File: src/rtl/axis_pkg.sv
// Shared definitions for the AXI4-Stream packet FIFO slice.
// Provides the default stream data width, the write-side FSM state type
// and a clog2 helper used to derive address widths from depths.
package axis_pkg;

  localparam int AXIS_DATA_W = 8;

  typedef enum logic {
    ACCEPT = 1'b0,
    DROP   = 1'b1
  } wr_state_t;

  function automatic int clog2(input int value);
    int result;
    int v;
    result = 0;
    v = value - 1;
    while (v > 0) begin
      result = result + 1;
      v = v >> 1;
    end
    return result;
  endfunction

endpackage

File: src/rtl/axis_fifo_ram.sv
// Simple dual-port storage for the packet FIFO: DEPTH words of WIDTH bits,
// synchronous write, asynchronous (combinational) read. Contents are not reset.
// Ports:
//   clk      write clock
//   wr_en    write enable
//   wr_addr  write address
//   wr_data  write data
//   rd_addr  read address
//   rd_data  read data (combinational from rd_addr)
import axis_pkg::*;

module axis_fifo_ram #(
  parameter int DEPTH  = 16,
  parameter int ADDR_W = clog2(DEPTH),
  parameter int WIDTH  = AXIS_DATA_W + 1
) (
  input  logic              clk,
  input  logic              wr_en,
  input  logic [ADDR_W-1:0] wr_addr,
  input  logic [WIDTH-1:0]  wr_data,
  input  logic [ADDR_W-1:0] rd_addr,
  output logic [WIDTH-1:0]  rd_data
);

  logic [WIDTH-1:0] mem [DEPTH];

  always_ff @(posedge clk) begin
    if (wr_en) begin
      mem[wr_addr] <= wr_data;
    end
  end

  assign rd_data = mem[rd_addr];

endmodule

File: src/rtl/axis_pkt_fifo.sv
// Store-and-forward AXI4-Stream packet FIFO. Always accepts input; a packet
// becomes visible on the master side only after its tlast beat is stored.
// A packet that does not fit is dropped whole and counted.
// Ports:
//   aclk, areset          clock, asynchronous active-high reset
//   s_axis_tvalid/tready/tdata/tlast   slave stream (tready is constant 1)
//   m_axis_tvalid/tready/tdata/tlast   master stream (data/last 0 when idle)
//   pkt_count             complete packets stored and not yet fully read
//   drop_pulse            one-cycle pulse after a packet is discarded
//   drop_cnt              saturating count of dropped packets
import axis_pkg::*;

module axis_pkt_fifo #(
  parameter int DATA_W = AXIS_DATA_W,
  parameter int DEPTH  = 16,
  parameter int ADDR_W = clog2(DEPTH),
  parameter int CNT_W  = 16
) (
  input  logic              aclk,
  input  logic              areset,
  input  logic              s_axis_tvalid,
  output logic              s_axis_tready,
  input  logic [DATA_W-1:0] s_axis_tdata,
  input  logic              s_axis_tlast,
  output logic              m_axis_tvalid,
  input  logic              m_axis_tready,
  output logic [DATA_W-1:0] m_axis_tdata,
  output logic              m_axis_tlast,
  output logic [ADDR_W:0]   pkt_count,
  output logic              drop_pulse,
  output logic [CNT_W-1:0]  drop_cnt
);

  localparam int PTR_W = ADDR_W + 1;
  localparam logic [PTR_W-1:0] FULL_LVL = PTR_W'(DEPTH);

  logic [PTR_W-1:0] wr_ptr;     // speculative: includes the packet being written
  logic [PTR_W-1:0] wr_commit;  // end of the last complete packet
  logic [PTR_W-1:0] rd_ptr;
  logic [PTR_W-1:0] used;
  logic             full;
  logic             wr_en;
  logic             commit;
  logic             rd_fire;
  logic             rd_last;
  logic [DATA_W:0]  rd_word;
  wr_state_t        state;

  assign s_axis_tready = 1'b1;

  // Occupancy counts uncommitted beats too; a same-cycle read does not free space.
  assign used    = wr_ptr - rd_ptr;
  assign full    = (used == FULL_LVL);
  assign wr_en   = s_axis_tvalid && (state == ACCEPT) && !full;
  assign commit  = wr_en && s_axis_tlast;

  assign m_axis_tvalid = (rd_ptr != wr_commit);
  assign m_axis_tdata  = m_axis_tvalid ? rd_word[DATA_W-1:0] : '0;
  assign m_axis_tlast  = m_axis_tvalid & rd_word[DATA_W];
  assign rd_fire       = m_axis_tvalid & m_axis_tready;
  assign rd_last       = rd_fire & rd_word[DATA_W];

  axis_fifo_ram #(
    .DEPTH  (DEPTH),
    .ADDR_W (ADDR_W),
    .WIDTH  (DATA_W + 1)
  ) u_ram (
    .clk     (aclk),
    .wr_en   (wr_en),
    .wr_addr (wr_ptr[ADDR_W-1:0]),
    .wr_data ({s_axis_tlast, s_axis_tdata}),
    .rd_addr (rd_ptr[ADDR_W-1:0]),
    .rd_data (rd_word)
  );

  always_ff @(posedge aclk or posedge areset) begin
    if (areset) begin
      state      <= ACCEPT;
      wr_ptr     <= '0;
      wr_commit  <= '0;
      rd_ptr     <= '0;
      pkt_count  <= '0;
      drop_pulse <= 1'b0;
      drop_cnt   <= '0;
    end else begin
      drop_pulse <= 1'b0;

      if (rd_fire) begin
        rd_ptr <= rd_ptr + 1'b1;
      end

      // Commit and tlast read in the same cycle cancel out.
      if (commit && !rd_last) begin
        pkt_count <= pkt_count + 1'b1;
      end else if (rd_last && !commit) begin
        pkt_count <= pkt_count - 1'b1;
      end

      case (state)
        ACCEPT: begin
          if (s_axis_tvalid) begin
            if (!full) begin
              wr_ptr <= wr_ptr + 1'b1;
              if (s_axis_tlast) begin
                wr_commit <= wr_ptr + 1'b1;
              end
            end else begin
              // Overflow: discard the partial packet by rewinding to the last commit.
              wr_ptr     <= wr_commit;
              drop_pulse <= 1'b1;
              if (drop_cnt != '1) begin
                drop_cnt <= drop_cnt + 1'b1;
              end
              if (!s_axis_tlast) begin
                state <= DROP;
              end
            end
          end
        end
        DROP: begin
          if (s_axis_tvalid && s_axis_tlast) begin
            state <= ACCEPT;
          end
        end
        default: state <= ACCEPT;
      endcase
    end
  end

endmodule

File: config.mk
export PLATFORM = sky130hd
export DESIGN_NAME = axis_pkt_fifo
export DESIGN_NICKNAME = d
export VERILOG_FILES = /design/src/rtl/axis_pkg.sv /design/src/rtl/axis_fifo_ram.sv /design/src/rtl/axis_pkt_fifo.sv
export SDC_FILE = /design/constraint.sdc
export NUM_CORES = 1
export LEC_CHECK = 0
export CELL_PAD_IN_SITES_DETAIL_PLACEMENT = 1
export CELL_PAD_IN_SITES_GLOBAL_PLACEMENT = 1
export CORE_AREA = 3 3 98 171
export CTS_CLUSTER_DIAMETER = 100
export DETAILED_ROUTE_END_ITERATION = 7
export DIE_AREA = 0 0 101 174
export PLACE_DENSITY_LB_ADDON = 0.05
export SLEW_MARGIN = 5
export SYNTH_ARGS = -nofsm -noshare
export SYNTH_HDL_FRONTEND = slang
export SYNTH_HIERARCHICAL = 1
export SYNTH_SLANG_ARGS = --single-unit
File: constraint.sdc
create_clock -name aclk -period 4.6 [get_ports aclk]
set_clock_uncertainty 0.15 [all_clocks]
set_input_delay 1.38 -clock aclk [delete_from_list [all_inputs] [get_ports aclk]]
set_output_delay 1.38 -clock aclk [all_outputs]
set_load 0.01 [all_outputs]
==> results by group <==
Outcome
  • Outcome: complete, no violations

Hold path
  • WHS Path Cells: 1
  • Hold EP: drop_cnt[13]
  • Hold Path Origin: drop_cnt[13]
  • Hold WC Path Type: register to register

STA
  • Worst Tran Pin Value: 0.9232 ns
  • Final setup fails: 0
  • Fmax: 231.0 MHz
  • Setup_tns: 0 ns
  • RSZ-0062 raised after global routing: false
  • Slew Limit Fails: 0
  • Rel. slew slack: 38.27%
  • Fin crit share: 94.11%
  • Period minus WS final: 4.329 ns
  • Final Hold Vio Count: 0

Floorplan
  • Vertical die dimension: 174 microns
  • Die Footprint: 0.01757 sq mm
  • Initial Utilization: 50.71%
  • Row Count: 60
  • Core ar.: 0.01546 sq mm
  • Ports: 46
  • Die width: 101 microns

Global routing
  • Gr ovfl total: 0
  • Vias in the first global route: 4674
  • First-pass GRT wire length: 26840 microns
  • Initial antenna violation count: 0
  • Largest net degree at the start of global routing: 39
  • GRT Total Usage: 20.48%

Critical path
  • Critical path fanouts, max: 37
  • Data required time of the worst path: 3.07 ns
  • Worst setup SP type: register
  • Crit end category: output port
  • Worst R2R Path Depth: 13
  • RR Endpoint: pkt_count[4]
  • Worst EP arrival: 2.80 ns
  • Kind of critical path: register to output port
  • R2r setup slk: 0.98 ns
  • RR Startpoint: rd_ptr[0]

Power
  • Leak: 3.341 nW
  • Worst vdd ir: 313.9 uV
  • Pwr per Cell Area: 626.1 mW/mm^2

Clock network
  • Htree depth: 4
  • CTS root buf: clkbuf_16
  • Clock transition at the registers of the reported paths: 0.07 ns
  • Total setup buffers inserted after CTS: 0
  • CTS sink count: 182
  • TritonCTS Buffers: 17
  • CTS tree: done
  • Cts hold-fix bufs: 0
  • Clock Latency Late Sink: 0.42 ns
  • PostCTS Resize Cnt: 0
  • Max Root-Sink Buffers: 2

Synthesis
  • Main synth FF type: edfxtp_1
  • Synth Area in XOR/XNOR: 3.558%
  • Multiplexer area fraction after synthesis: 13.19%
  • Post-synth ARST share: 20.88%
  • Synth top area share: 55.14%
  • Number of flops mapped to enable cells by yosys: 144
  • Commonest cells post-synth: edfxtp_1, dfrtp_1, nand2_1
  • Yosys top cell by area: edfxtp_1
  • Area contributors post-synth: edfxtp_1, dfrtp_1, mux4_2, mux4_1, xor2_1
  • Synth Register Bits: 182
  • Synth Area in Compound Gates: 3.542%
  • Largest family of logic cells by synthesized area: multiplexers
  • Yosys warnings: 6
  • Adder-Cell Fraction of Synth Area: 2.010%
  • Synthesized netlist cell count: 455
  • Syn nets: 480
  • Synthesized area per cell: 17.24 sq um
  • Post-synthesis sequential area ratio: 67.26%
  • Netlist cell types: 50
  • Netlist Area Pre-Place: 0.007843 sq mm
  • Count leader, synth: edfxtp_1
  • Simple-gate share of the synthesized area: 7.993%

Cells and area
  • Antenna diode instance count: 0
  • Fin cells: 724
  • Share of cells above drive strength 1: 17.66%
  • Fin util: 59.13%
  • P&R area growth vs syn: 16.61%
  • Layout Nets: 550

Route
  • WL/cell: 23.32 microns
  • Vias per cell: 5.773
  • DR vias: 4180
  • DRC: 0
  • Initial DRC Count: 133
  • Total wire length: 16890 microns
  • Routed Antenna Nets: 0
  • Drt pass-1 iters: 4

Placed design
  • Final RePlAce weighted congestion: 0.7131
  • Cell count after placement: 692
  • Detailed placement HPWL: 11670 microns
  • Port-buffer cells: 44

Run
  • Total of max-cap violations: 0
state kept, by name, summed over array words and instances, names as in the netlist:
signal and count:
drop_pulse 1, wr_ptr 5, u_ram/mem 144, state 1
rd_ptr 5, pkt_count 5, wr_commit 5, drop_cnt 16
worst max path at each step:
stage / startpoint / to / cells past startpoint
after floorplan: s_axis_tvalid / u_ram/mem[0][0] / 5
after global placement: s_axis_tvalid / pkt_count[4] / 12
after detailed placement: s_axis_tvalid / pkt_count[4] / 12
after CTS: rd_ptr[0] / m_axis_tlast / 6
after global routing: rd_ptr[0] / m_axis_tdata[5] / 6
final: rd_ptr[0] / m_axis_tdata[5] / 6
where the power goes:
group	internal, mW	switching, mW	leakage [nW]
logic	1.05	1.05	1.29
registers	2.03	0.212	1.78
clock network	0.722	0.660	0.275
metrics by stage:
stage	total power [mW]	hold slack, ns	instance area, sq um	worst slack [ns]
6_report	5.726	0.3420	9145	0.2710
5_1_grt	6.053	0.3839	9145	0.1101
4_1_cts	5.811	0.3495	9145	0.2195
3_5_place_dp	4.412	0.3187	8579	0.5427
3_3_place_gp	4.352	0.3166	8579	0.5910
2_1_floorplan	3.669	0.3516	7843	0.9155
worst max-delay path, cell delays in order, from the launching register on:
cell and delay (ns):
dfrtp_2 0.43, buf_12 0.28, mux4_1 0.62, a22oi_1 0.29, nand2_1 0.10, and2_1 0.14
clkdlybuf4s50_1 0.47
cell usage in the layout (no fill, tap or decap), types with 3 or more instances in the layout:
cell,count
mux2_4,4
mux4_2,21
edfxtp_1,144
nand3_1,15
inv_1,10
and3_1,4
xor2_1,18
clkbuf_16,17
xnor2_1,12
clkdlybuf4s50_1,44
a22oi_1,19
nor3_1,11
clkinv_4,4
mux2i_1,4
buf_4,23
and4_1,3
and2_1,11
ha_1,11
nand2b_1,6
inv_8,5
a2bb2oi_1,3
nor4_1,3
dfrtp_1,37
nand2_1,25
nor2_1,20
mux4_1,15
mux2_2,5
a21oi_1,6
nand4_1,3
cells by family (layout without fill, tap and decap cells):
kind of cell	after synthesis	in the layout
AO/OA/AOI/OAI	36	36
XOR/XNOR	31	31
adder cells (fa/ha/maj)	12	12
buffers and inverters	28	111
flip-flops	182	182
multiplexers	50	50
other	1	1
AND/OR/NAND/NOR	115	115
routing by layer:
layer | vias to the layer above | GRT usage (%) | share of wire, %
met5 | - | 0 | 0
met4 | 0 | 6.877 | 2.2
met3 | 18 | 3.373 | 2.4
met2 | 76 | 37.71 | 57
met1 | 2163 | 23.65 | 38
li1 | 1923 | - | -
final cells by class:
class | instances | area, sq um
tap | 186 | 232.7
timing repair buffer | 69 | 653.1
clock inverter | 13 | 132.6
clock buffer | 19 | 432.9
inverter | 10 | 37.54
multi-input combinational | 245 | 2380
fill | 1404 | 6320
sequential | 182 | 5276
(Power assumes the default switching activity.)
